`config.mk`:
```
export PLATFORM = sky130hd
export DESIGN_NAME = fetch_stage
export DESIGN_NICKNAME = d
export VERILOG_FILES = /design/src/rtl/fetch_pkg.sv /design/src/rtl/fetch_skid_buffer.sv /design/src/rtl/fetch_stage.sv
export SDC_FILE = /design/constraint.sdc
export NUM_CORES = 1
export LEC_CHECK = 0
export CORE_ASPECT_RATIO = 2
export CORE_MARGIN = 1
export CORE_UTILIZATION = 50
export DETAILED_ROUTE_END_ITERATION = 8
export DONT_BUFFER_PORTS = 1
export PLACE_DENSITY_LB_ADDON = 0.15
export SETUP_SLACK_MARGIN = 0.2
export SLEW_MARGIN = 20
export SYNTH_ARGS = -nofsm -noshare
export SYNTH_HDL_FRONTEND = slang
export SYNTH_SLANG_ARGS = --single-unit
```
`constraint.sdc`:
```
create_clock -name clk -period 8.1 [get_ports clk]
set_clock_uncertainty 0.15 [all_clocks]
set_input_delay 1.62 -clock clk [delete_from_list [all_inputs] [get_ports clk]]
set_output_delay 1.62 -clock clk [all_outputs]
set_load 0.1 [all_outputs]
```
`src/rtl/fetch_pkg.sv`:
```
// Shared definitions for the instruction fetch stage and its neighbours.
//   - fetch_state_t : fetch FSM encoding (FETCH, HOLD, KILL)
//   - FETCH_NOP     : bubble instruction word (sll $0,$0,0)
//   - OPC_HI/OPC_LO : opcode field position inside an instruction word
//   - OP_*          : primary opcodes recognised by the control decoder
package fetch_pkg;

  typedef enum logic [1:0] {
    FETCH = 2'd0,  // request outstanding or about to be issued
    HOLD  = 2'd1,  // fetched word parked in the skid buffer, waiting on Stall
    KILL  = 2'd2   // redirected while a request is in flight; drain it, drop data
  } fetch_state_t;

  localparam logic [31:0] FETCH_NOP = 32'h0000_0000;

  localparam int OPC_HI = 31;
  localparam int OPC_LO = 26;

  localparam logic [5:0] OP_RTYPE = 6'b000000;
  localparam logic [5:0] OP_LW    = 6'b100011;
  localparam logic [5:0] OP_SW    = 6'b101011;
  localparam logic [5:0] OP_BEQ   = 6'b000100;
  localparam logic [5:0] OP_ADDI  = 6'b001000;
  localparam logic [5:0] OP_ANDI  = 6'b001100;
  localparam logic [5:0] OP_ORI   = 6'b001101;
  localparam logic [5:0] OP_SLTI  = 6'b001010;

  function automatic logic [5:0] opcode_of(input logic [31:0] instr);
    return instr[OPC_HI:OPC_LO];
  endfunction

endpackage

```
`src/rtl/fetch_skid_buffer.sv`:
```
// One-entry holding register for a word that returned from memory while the
// stage was stalled.
//   clk, rst        : clock, async active-high reset
//   load            : capture instr_in / pc_plus4_in, mark full
//   drain           : entry consumed by IF/ID, mark empty
//   clear           : entry discarded (redirect), mark empty
//   instr, pc_plus4 : stored entry
//   full            : entry holds a live word
module fetch_skid_buffer
  import fetch_pkg::*;
#(
  parameter int ADDR_W = 32
) (
  input  logic              clk,
  input  logic              rst,
  input  logic              load,
  input  logic              drain,
  input  logic              clear,
  input  logic [31:0]       instr_in,
  input  logic [ADDR_W-1:0] pc_plus4_in,
  output logic [31:0]       instr,
  output logic [ADDR_W-1:0] pc_plus4,
  output logic              full
);

  always_ff @(posedge clk or posedge rst) begin
    if (rst) begin
      instr    <= FETCH_NOP;
      pc_plus4 <= '0;
      full     <= 1'b0;
    end else if (clear || drain) begin
      full <= 1'b0;
    end else if (load) begin
      instr    <= instr_in;
      pc_plus4 <= pc_plus4_in;
      full     <= 1'b1;
    end
  end

endmodule

```
`src/rtl/fetch_stage.sv`:
```
// Instruction fetch stage with IF/ID pipeline register.
// Owns the PC, runs a req/ack handshake with instruction memory, honours
// hazard stalls and branch redirects, and presents a registered instruction,
// its PC+4 and a valid bit to decode.
//   clk, rst                  : clock, async active-high reset
//   imem_req/addr/ack/rdata   : instruction memory handshake
//   Stall                     : hold IF/ID and PC
//   BranchTaken/BranchTarget  : redirect (wins over Stall)
//   INSTR, PC_PLUS4, IF_VALID : IF/ID register
//   OPCODE                    : INSTR[31:26]
// Optional (macro FETCH_PERF_EN): bubble_cnt, redirect_cnt saturating counters.
module fetch_stage
  import fetch_pkg::*;
#(
  parameter int              ADDR_W    = 32,
  parameter logic [ADDR_W-1:0] RESET_PC = '0,
  parameter logic [31:0]     NOP_INSTR = FETCH_NOP
) (
  input  logic              clk,
  input  logic              rst,
  output logic              imem_req,
  output logic [ADDR_W-1:0] imem_addr,
  input  logic              imem_ack,
  input  logic [31:0]       imem_rdata,
  input  logic              Stall,
  input  logic              BranchTaken,
  input  logic [ADDR_W-1:0] BranchTarget,
  output logic [31:0]       INSTR,
  output logic [ADDR_W-1:0] PC_PLUS4,
  output logic              IF_VALID,
  output logic [5:0]        OPCODE
`ifdef FETCH_PERF_EN
  ,
  output logic [31:0]       bubble_cnt,
  output logic [31:0]       redirect_cnt
`endif
);

  fetch_state_t      state, state_n;
  logic [ADDR_W-1:0] pc, pc_n, pc_inc, tgt;
  logic [ADDR_W-1:0] ktgt, ktgt_n;
  logic [31:0]       instr_n;
  logic [ADDR_W-1:0] pc4_n;
  logic              valid_n;
  logic              req_st;
  logic              sk_load, sk_drain, sk_clear, sk_full;
  logic [31:0]       sk_instr;
  logic [ADDR_W-1:0] sk_pc4;
  logic              unused_tgt_lsb;

  assign pc_inc = pc + ADDR_W'(4);   // wraps modulo 2^ADDR_W
  assign tgt    = {BranchTarget[ADDR_W-1:2], 2'b00};
  assign unused_tgt_lsb = ^{BranchTarget[1:0], sk_full};

  fetch_skid_buffer #(.ADDR_W(ADDR_W)) u_skid (
    .clk         (clk),
    .rst         (rst),
    .load        (sk_load),
    .drain       (sk_drain),
    .clear       (sk_clear),
    .instr_in    (imem_rdata),
    .pc_plus4_in (pc_inc),
    .instr       (sk_instr),
    .pc_plus4    (sk_pc4),
    .full        (sk_full)
  );

  always_comb begin
    state_n  = state;
    pc_n     = pc;
    ktgt_n   = ktgt;
    instr_n  = INSTR;
    pc4_n    = PC_PLUS4;
    valid_n  = IF_VALID;
    sk_load  = 1'b0;
    sk_drain = 1'b0;
    sk_clear = 1'b0;
    req_st   = 1'b1;
    case (state)
      FETCH: begin
        if (BranchTaken) begin
          valid_n = 1'b0;
          instr_n = NOP_INSTR;
          if (imem_ack) begin
            pc_n = tgt;
          end else begin
            // cannot abandon the request: finish it in KILL, then redirect
            ktgt_n  = tgt;
            state_n = KILL;
          end
        end else if (imem_ack) begin
          if (!Stall) begin
            instr_n = imem_rdata;
            pc4_n   = pc_inc;
            valid_n = 1'b1;
            pc_n    = pc_inc;
          end else begin
            sk_load = 1'b1;
            state_n = HOLD;
          end
        end else if (!Stall) begin
          valid_n = 1'b0;
          instr_n = NOP_INSTR;
        end
      end
      HOLD: begin
        req_st = 1'b0;
        if (BranchTaken) begin
          sk_clear = 1'b1;
          pc_n     = tgt;
          valid_n  = 1'b0;
          instr_n  = NOP_INSTR;
          state_n  = FETCH;
        end else if (!Stall) begin
          sk_drain = 1'b1;
          instr_n  = sk_instr;
          pc4_n    = sk_pc4;
          valid_n  = 1'b1;
          pc_n     = pc_inc;
          state_n  = FETCH;
        end
      end
      KILL: begin
        valid_n = 1'b0;
        instr_n = NOP_INSTR;
        if (BranchTaken) begin
          // newest redirect wins
          ktgt_n = tgt;
          if (imem_ack) begin
            pc_n    = tgt;
            state_n = FETCH;
          end
        end else if (imem_ack) begin
          pc_n    = ktgt;
          state_n = FETCH;
        end
      end
      default: state_n = FETCH;
    endcase
  end

  always_ff @(posedge clk or posedge rst) begin
    if (rst) begin
      state    <= FETCH;
      pc       <= RESET_PC;
      ktgt     <= '0;
      INSTR    <= NOP_INSTR;
      PC_PLUS4 <= '0;
      IF_VALID <= 1'b0;
    end else begin
      state    <= state_n;
      pc       <= pc_n;
      ktgt     <= ktgt_n;
      INSTR    <= instr_n;
      PC_PLUS4 <= pc4_n;
      IF_VALID <= valid_n;
    end
  end

  // request drops the instant reset asserts, even mid-handshake
  assign imem_req  = req_st & ~rst;
  assign imem_addr = pc;
  assign OPCODE    = opcode_of(INSTR);

`ifdef FETCH_PERF_EN
  always_ff @(posedge clk or posedge rst) begin
    if (rst) begin
      bubble_cnt   <= '0;
      redirect_cnt <= '0;
    end else begin
      if (!IF_VALID && bubble_cnt != 32'hFFFF_FFFF)
        bubble_cnt <= bubble_cnt + 32'd1;
      if (BranchTaken && redirect_cnt != 32'hFFFF_FFFF)
        redirect_cnt <= redirect_cnt + 32'd1;
    end
  end
`endif

endmodule
```
==> summary.md <==
| Metric | Value |
|---|---|
| Final antenna-violating net count | 0 |
| DRC viols | 0 |
| Async set-reset flop share out of synthesis | 100% |
| Initial antenna violation count | 0 |
| Clock Tree Root | clkbuf_16 |
| Layout cells sized above 1 | 17.7% |
| Final layout net count | 1007 |
| DRT Wirelength | 25500 µm |
| Drt first pass iters | 6 |
| Max-cap violations | 0 |
| CP Cell Sequence | nor2_2 |
| Yosys warning count | 0 |
| Via density | 6.07 |
| Worst r2r src | state[1]$_DFFE_PP0P_ |
| Post-synth top cells | dfrtp_1 (193), nand2_1 (82), mux2_2 (78) |
| Post-synth EDFFs | 0 |
| Reg2Reg Capture Point | PC_PLUS4[18]$_DFFE_PP0P_ |
| Final worst slack | 3.92 ns |
| Crit path largest cell delay | 0.79 ns |
| Sequential area share after synthesis | 49.5% |
| Slew HR | 21.7% |
| Crit path depth | 1 |
| Share of the synthesized area in the top cell type | 49.5% |
| Synthesized instance count | 969 |
| Post-CTS setup buffer count | 0 |
| Initial DRC count | 437 |
| Crit Path Class | in -> out |
| CP Max Fanout | 2 |
| Top post-synthesis cells by area | dfrtp_1 (49%), mux2_2 (9.0%), o21ai_0 (3.8%) |
| FF+latch count, synth | 193 |
| # diodes | 0 |
| Setup violations, final | 0 |
| # rows | 72 |
| Clock latency on the worst-skew pair | 0.45 ns |
| Die span in x | 101 µm |
| Worst min path class | reg -> reg |
| Post-Syn Area | 0.00976 mm² |
| Primary FF master, synth | dfrtp_1 |
| Crit start category | input port |
| Routed via count | 7311 |
| CP endpoint kind | primary output |
| CP delay by family, top | simple AND/OR/NAND/NOR gates |
| Final Non-Filler Cells | 1205 |
| Core area | 0.0192 mm² |
| Num ports | 173 |
| Clk buf depth | 2 |
| Vias in the first global route | 7335 |
| Slowest CP cell | nor2_2 |
| Placement Setup Slack | 3.92 ns |
| Finished Cell Area | 0.0106 mm² |
| All-Layer GR Usage | 26.4% |
| Starting Density | 50.9% |
| Die height | 200 µm |
| Hold_buf cts | 0 |
| Cell Area, Placed | 0.00997 mm² |
| HPWL Detailed | 17700 µm |
| Outcome | complete, no violations |
| # port buffers | 0 |
| Pins Over Slew Limit | 0 |
| Buf+Inv Stages, Crit Path | 0 |
| Syn nets | 1043 |
| GRT Residual Overflow | 0 |
| CTS Sinks | 193 |
| RSZ-0062 raised after global routing | false |
| Post-route setup TNS | 0 ns |
| Syn-to-layout area delta | 8.87% |
| Yosys top cell by area | dfrtp_1 |
| PostCTS Resize Cnt | 0 |
| Final hold vios | 0 |
| Max Freq | 239 MHz |
| Die area | 0.0201 mm² |
| Min Tclk post-route | 4.18 ns |
| # H-tree levels | 4 |
| CTS Buf Count | 17 |
| Required @ worst endpoint | 6.33 ns |
| Worst Setup SP | rst |
| Reg2reg setup slack | 4.76 ns |
| RePlAce Congestion | 0.870 |
| Critical Path Sink | imem_req |
| Clk pin slew, worst setup/hold paths | 0.07 ns |
| Crit path DAT | 2.41 ns |
| Most frequent cell after synthesis | dfrtp_1 |
| Worst-margin pin slew | 1.17 ns |
| Largest net degree at the start of global routing | 119 |
| Fin crit share | 51.6% |
| Path depth of the worst reg2reg path | 7 |
| Drt wl/cell | 21.1 µm |
| Synth Area per Inst | 10.1 µm² |
| Placed cells | 1172 |
| CTS tree | yes |
| Hold depth | 2 |
| Synth cell types | 64 |
| First-pass GRT wire length | 40200 µm |
## worst min-delay path, stage by stage, from the launching register on
cell and delay (ns):
dfrtp_1 0.34, nand2_1 0.04, o21ai_0 0.06
## placed cells by master, fill, tap and decap left out, types with 12 or more instances in the layout
| cell type | Yosys | layout |
|---|---|---|
| mux2_2 | 78 | 78 |
| nor2_1 | 73 | 70 |
| buf_4 | 10 | 30 |
| xor2_1 | 12 | 12 |
| dfrtp_1 | 193 | 187 |
| inv_1 | 18 | 17 |
| a21oi_1 | 73 | 72 |
| o21ai_0 | 74 | 73 |
| clkbuf_16 | 0 | 17 |
| mux2i_1 | 17 | 17 |
| nand2_1 | 82 | 82 |
| a22oi_1 | 42 | 42 |
| and3_1 | 23 | 23 |
| o31a_1 | 13 | 13 |
| nand3_1 | 19 | 18 |
| xnor2_1 | 14 | 14 |
## area by class of cell
cell class / count / area (µm²)
Timing Repair Buffer: 31 / 253
Sequential cell: 193 / 4840
Tap cell: 259 / 324
Fill cell: 1745 / 8560
Inverter: 19 / 78.8
Multi-Input combinational cell: 671 / 4510
Clock buffer: 19 / 453
Clock inverter: 13 / 173
## sequential cells by signal (all words and copies together), names as in the netlist
| name | cells |
|---|---|
| u_skid.instr | 32 |
| IF_VALID | 1 |
| INSTR | 32 |
| u_skid.pc_plus4 | 32 |
| state | 2 |
| ktgt | 30 |
| imem_addr | 32 |
| PC_PLUS4 | 32 |
## layer usage
layer	vias to the layer above	track usage [%]	wire (µm)
li1	3445	-	-
met2	215	46.4	13400
met1	3603	29.2	9650
met4	0	12.8	907
met5	-	0	0
met3	48	7.10	1480
## how the worst min path moves through the flow
stage	endpoint	slack, ns	from
after CTS	u_skid.pc_plus4[16]$_DFFE_PP0P_	0.33	u_skid.pc_plus4[16]$_DFFE_PP0P_
after detailed placement	u_skid.pc_plus4[16]$_DFFE_PP0P_	0.31	u_skid.pc_plus4[16]$_DFFE_PP0P_
final	u_skid.pc_plus4[16]$_DFFE_PP0P_	0.32	u_skid.pc_plus4[16]$_DFFE_PP0P_
after global placement	u_skid.pc_plus4[27]$_DFFE_PP0P_	0.30	u_skid.pc_plus4[27]$_DFFE_PP0P_
after global routing	u_skid.pc_plus4[25]$_DFFE_PP0P_	0.35	u_skid.pc_plus4[25]$_DFFE_PP0P_
after floorplan	u_skid.pc_plus4[13]$_DFFE_PP0P_	0.29	u_skid.pc_plus4[13]$_DFFE_PP0P_
## metrics by stage
| stage | hold WS [ns] | util (%) |
|---|---|---|
| after global routing | 0.345 | 55.4 |
| after CTS | 0.329 | 55.2 |
| after detailed placement | 0.313 | 52.0 |
| after global placement | 0.303 | 52.0 |
| final | 0.323 | 55.4 |
| after floorplan | 0.292 | - |
## logic make-up (layout without fill, tap and decap cells)
logic type	count (synthesis)	after routing	share of synthesized area, %
adder cells (fa/ha/maj)	5	5	0.641
AND/OR/NAND/NOR	254	254	12.7
XOR/XNOR	26	26	2.33
buffers and inverters	105	82	4.83
multiplexers	96	96	10.9
AO/OA/AOI/OAI	290	290	19.1
flip-flops	193	193	49.5
Power is left out: the tool's default activity adds up to more than one toggle a clock period on the data nets, which glitch-free logic cannot reach.
==> variant: new RTL, same flow settings <==
The 3 states of `fetch_state_t` get a one-hot encoding in 3 bits.
--- a/src/rtl/fetch_pkg.sv
+++ b/src/rtl/fetch_pkg.sv
@@ -6,8 +6,8 @@
 package fetch_pkg;
 
-  typedef enum logic [1:0] {
-    FETCH = 2'd0,  // request outstanding or about to be issued
-    HOLD  = 2'd1,  // fetched word parked in the skid buffer, waiting on Stall
-    KILL  = 2'd2   // redirected while a request is in flight; drain it, drop data
+  typedef enum logic [2:0] {
+    FETCH = 3'b001,  // request outstanding or about to be issued
+    HOLD  = 3'b010,  // fetched word parked in the skid buffer, waiting on Stall
+    KILL  = 3'b100   // redirected while a request is in flight; drain it, drop data
   } fetch_state_t;
 
Function: same outputs for any inputs over 4 cycles, from zero or initial values and one cycle with rst high; so few cycles prove little.
==> variant against the unedited design <==
Wire length increased by 27%. Area after synthesis increased by 13%. Sequential cell count increased by 1. Cell area increased by 11%. Fmax decreased by 0.81%. Sequential share of layout area decreased by 4.2 points. Synthesized cell count increased by 33%. Worst setup slack got worse by 0.034 ns. Critical path type is now reg -> out. Highest routed layer unchanged.
==> variant: results (changes against the unedited design) <==
Status
  – Status: complete, no violations

Placed design
  – Port bufs: 0 (unchanged)
  – Placed Area: 11200 µm² (+12%)
  – Final GP Congestion: 0.871 (+0.22%)
  – HPWL after detailed placement: 21700 µm (+23%)

Worst setup path
  – Arrival time worst endpoint: 2.44 ns (+0.03 ns)
  – CP max stage delay: 0.99 ns (+0.20 ns)
  – Critical path origin: state[2]
  – R2R depth: 7 (unchanged)
  – Crit path max-delay family: simple AND/OR/NAND/NOR gates
  – R2R Setup Slk: 4.37 ns (-0.39 ns)
  – Crit path max fanout: 27 (+25)
  – Slowest cell on crit path: dfrtp_1
  – R2R Path End: PC_PLUS4[16]
  – Crit path to: imem_req

Global routing
  – Number of global-route vias before repair: 9174 (+25%)
  – Largest net degree at the start of global routing: 127 (+6.7%)
  – Global-route wire length before repair: 50600 µm (+26%)
  – GRT Total Usage: 0.292 (+0.0280)

Power and ir drop
  – Clock power frac: 0.160
  – Pwr Total: 5120 µW
  – Peak supply drop: around 0.25 mV

Detailed routing
  – Drt total wl: 32300 µm (+27%)
  – DR vias/cell: 6.22 (+2.5%)
  – Routed vias: 9337 (+28%)
  – Drt first-iter violations: 833 (+91%)

Clock network
  – Setup bufs post-CTS: 0 (unchanged)
  – Clock Latency Late Sink: 0.45 ns (about the same)
  – Max clock buf depth: 2 (unchanged)
  – Clk pin slew, worst setup/hold paths: 0.07 ns (about the same)
  – H-Tree Depth: 4 (unchanged)

Finish
  – Layout cells sized above 1: 0.114 (-0.0625)
  – Layout net count: 1285 (+28%)
  – # diodes: 0 (unchanged)

Synth
  – Unique cell type count in the Yosys netlist: 85 (+33%)
  – Syn_area_per_cell: 8.59 µm² (-15%)
  – Area contributors post-synth: dfrtp_1, nand2_1, nor2_1, o21ai_0, a21oi_1
  – Ys Warns: 0 (unchanged)
  – Synth cell count leaders: nand2_1, dfrtp_1, nor2_1, clkbuf_1, o21ai_0
  – Mapped Nets: 1357 (+30%)
  – Seq/Total Area, Yosys: 0.439 (-0.0554)

STA
  – Final worst slack: 3.89 ns (-0.0339 ns)
  – Slew margin rel.: 0.216 (-0.000744)
  – Hold Slack: 0.325 ns (+0.00197 ns)
variant: changes by cell type in the layout (fill, tap and decap cells not counted), moves of 8 or more:
cell / before / now
a211oi_1: 2 / 14
a31oi_1: 6 / 23
and3_1: 23 / 9
buf_4: 30 / 42
mux2_2: 78 / 31
mux2i_1: 17 / 36
nand2_1: 82 / 238
nand3_1: 18 / 27
nor2_1: 70 / 109
nor3_1: 9 / 30
nor4_1: 2 / 15
o22ai_1: 11 / 3
o31a_1: 13 / 3
variant: routing by layer:
metal | part of all wire | vias up | track usage
li1 | - | 4431 | -
met1 | 0.39 | 4480 | 0.335
met2 | 0.50 | 349 | 0.496
met4 | 0.044 | 0 | 0.160
met5 | 0 | - | 0
met3 | 0.068 | 77 | 0.0720
variant: logic make-up after synthesis:
family,Yosys count,synth area share
XOR/XNOR,34,0.0269
buffers and inverters,145,0.0563
flip-flops,194,0.439
AO/OA/AOI/OAI,342,0.203
AND/OR/NAND/NOR,504,0.209
adder cells (fa/ha/maj),1,0.00113
multiplexers,67,0.0642
variant: cell type report:
class | count | area (µm²)
Fill cell | 1976 | 9810
Multi-Input combinational cell | 948 | 5640
Sequential cell | 194 | 4860
Clock buffer | 23 | 488
Tap cell | 273 | 342
Timing Repair Buffer | 42 | 315
Clock inverter | 9 | 72.6
Inverter | 12 | 52.6
variant: worst min-delay path by stage:
stage / from / endpoint / depth (start not counted)
floorplan: u_skid.pc_plus4[13] / u_skid.pc_plus4[13] / 2
global placement: u_skid.pc_plus4[13] / u_skid.pc_plus4[13] / 2
detailed placement: u_skid.pc_plus4[13] / u_skid.pc_plus4[13] / 2
CTS: u_skid.pc_plus4[13] / u_skid.pc_plus4[13] / 2
global route: u_skid.pc_plus4[14] / u_skid.pc_plus4[14] / 2
finish: u_skid.instr[10] / u_skid.instr[10] / 2
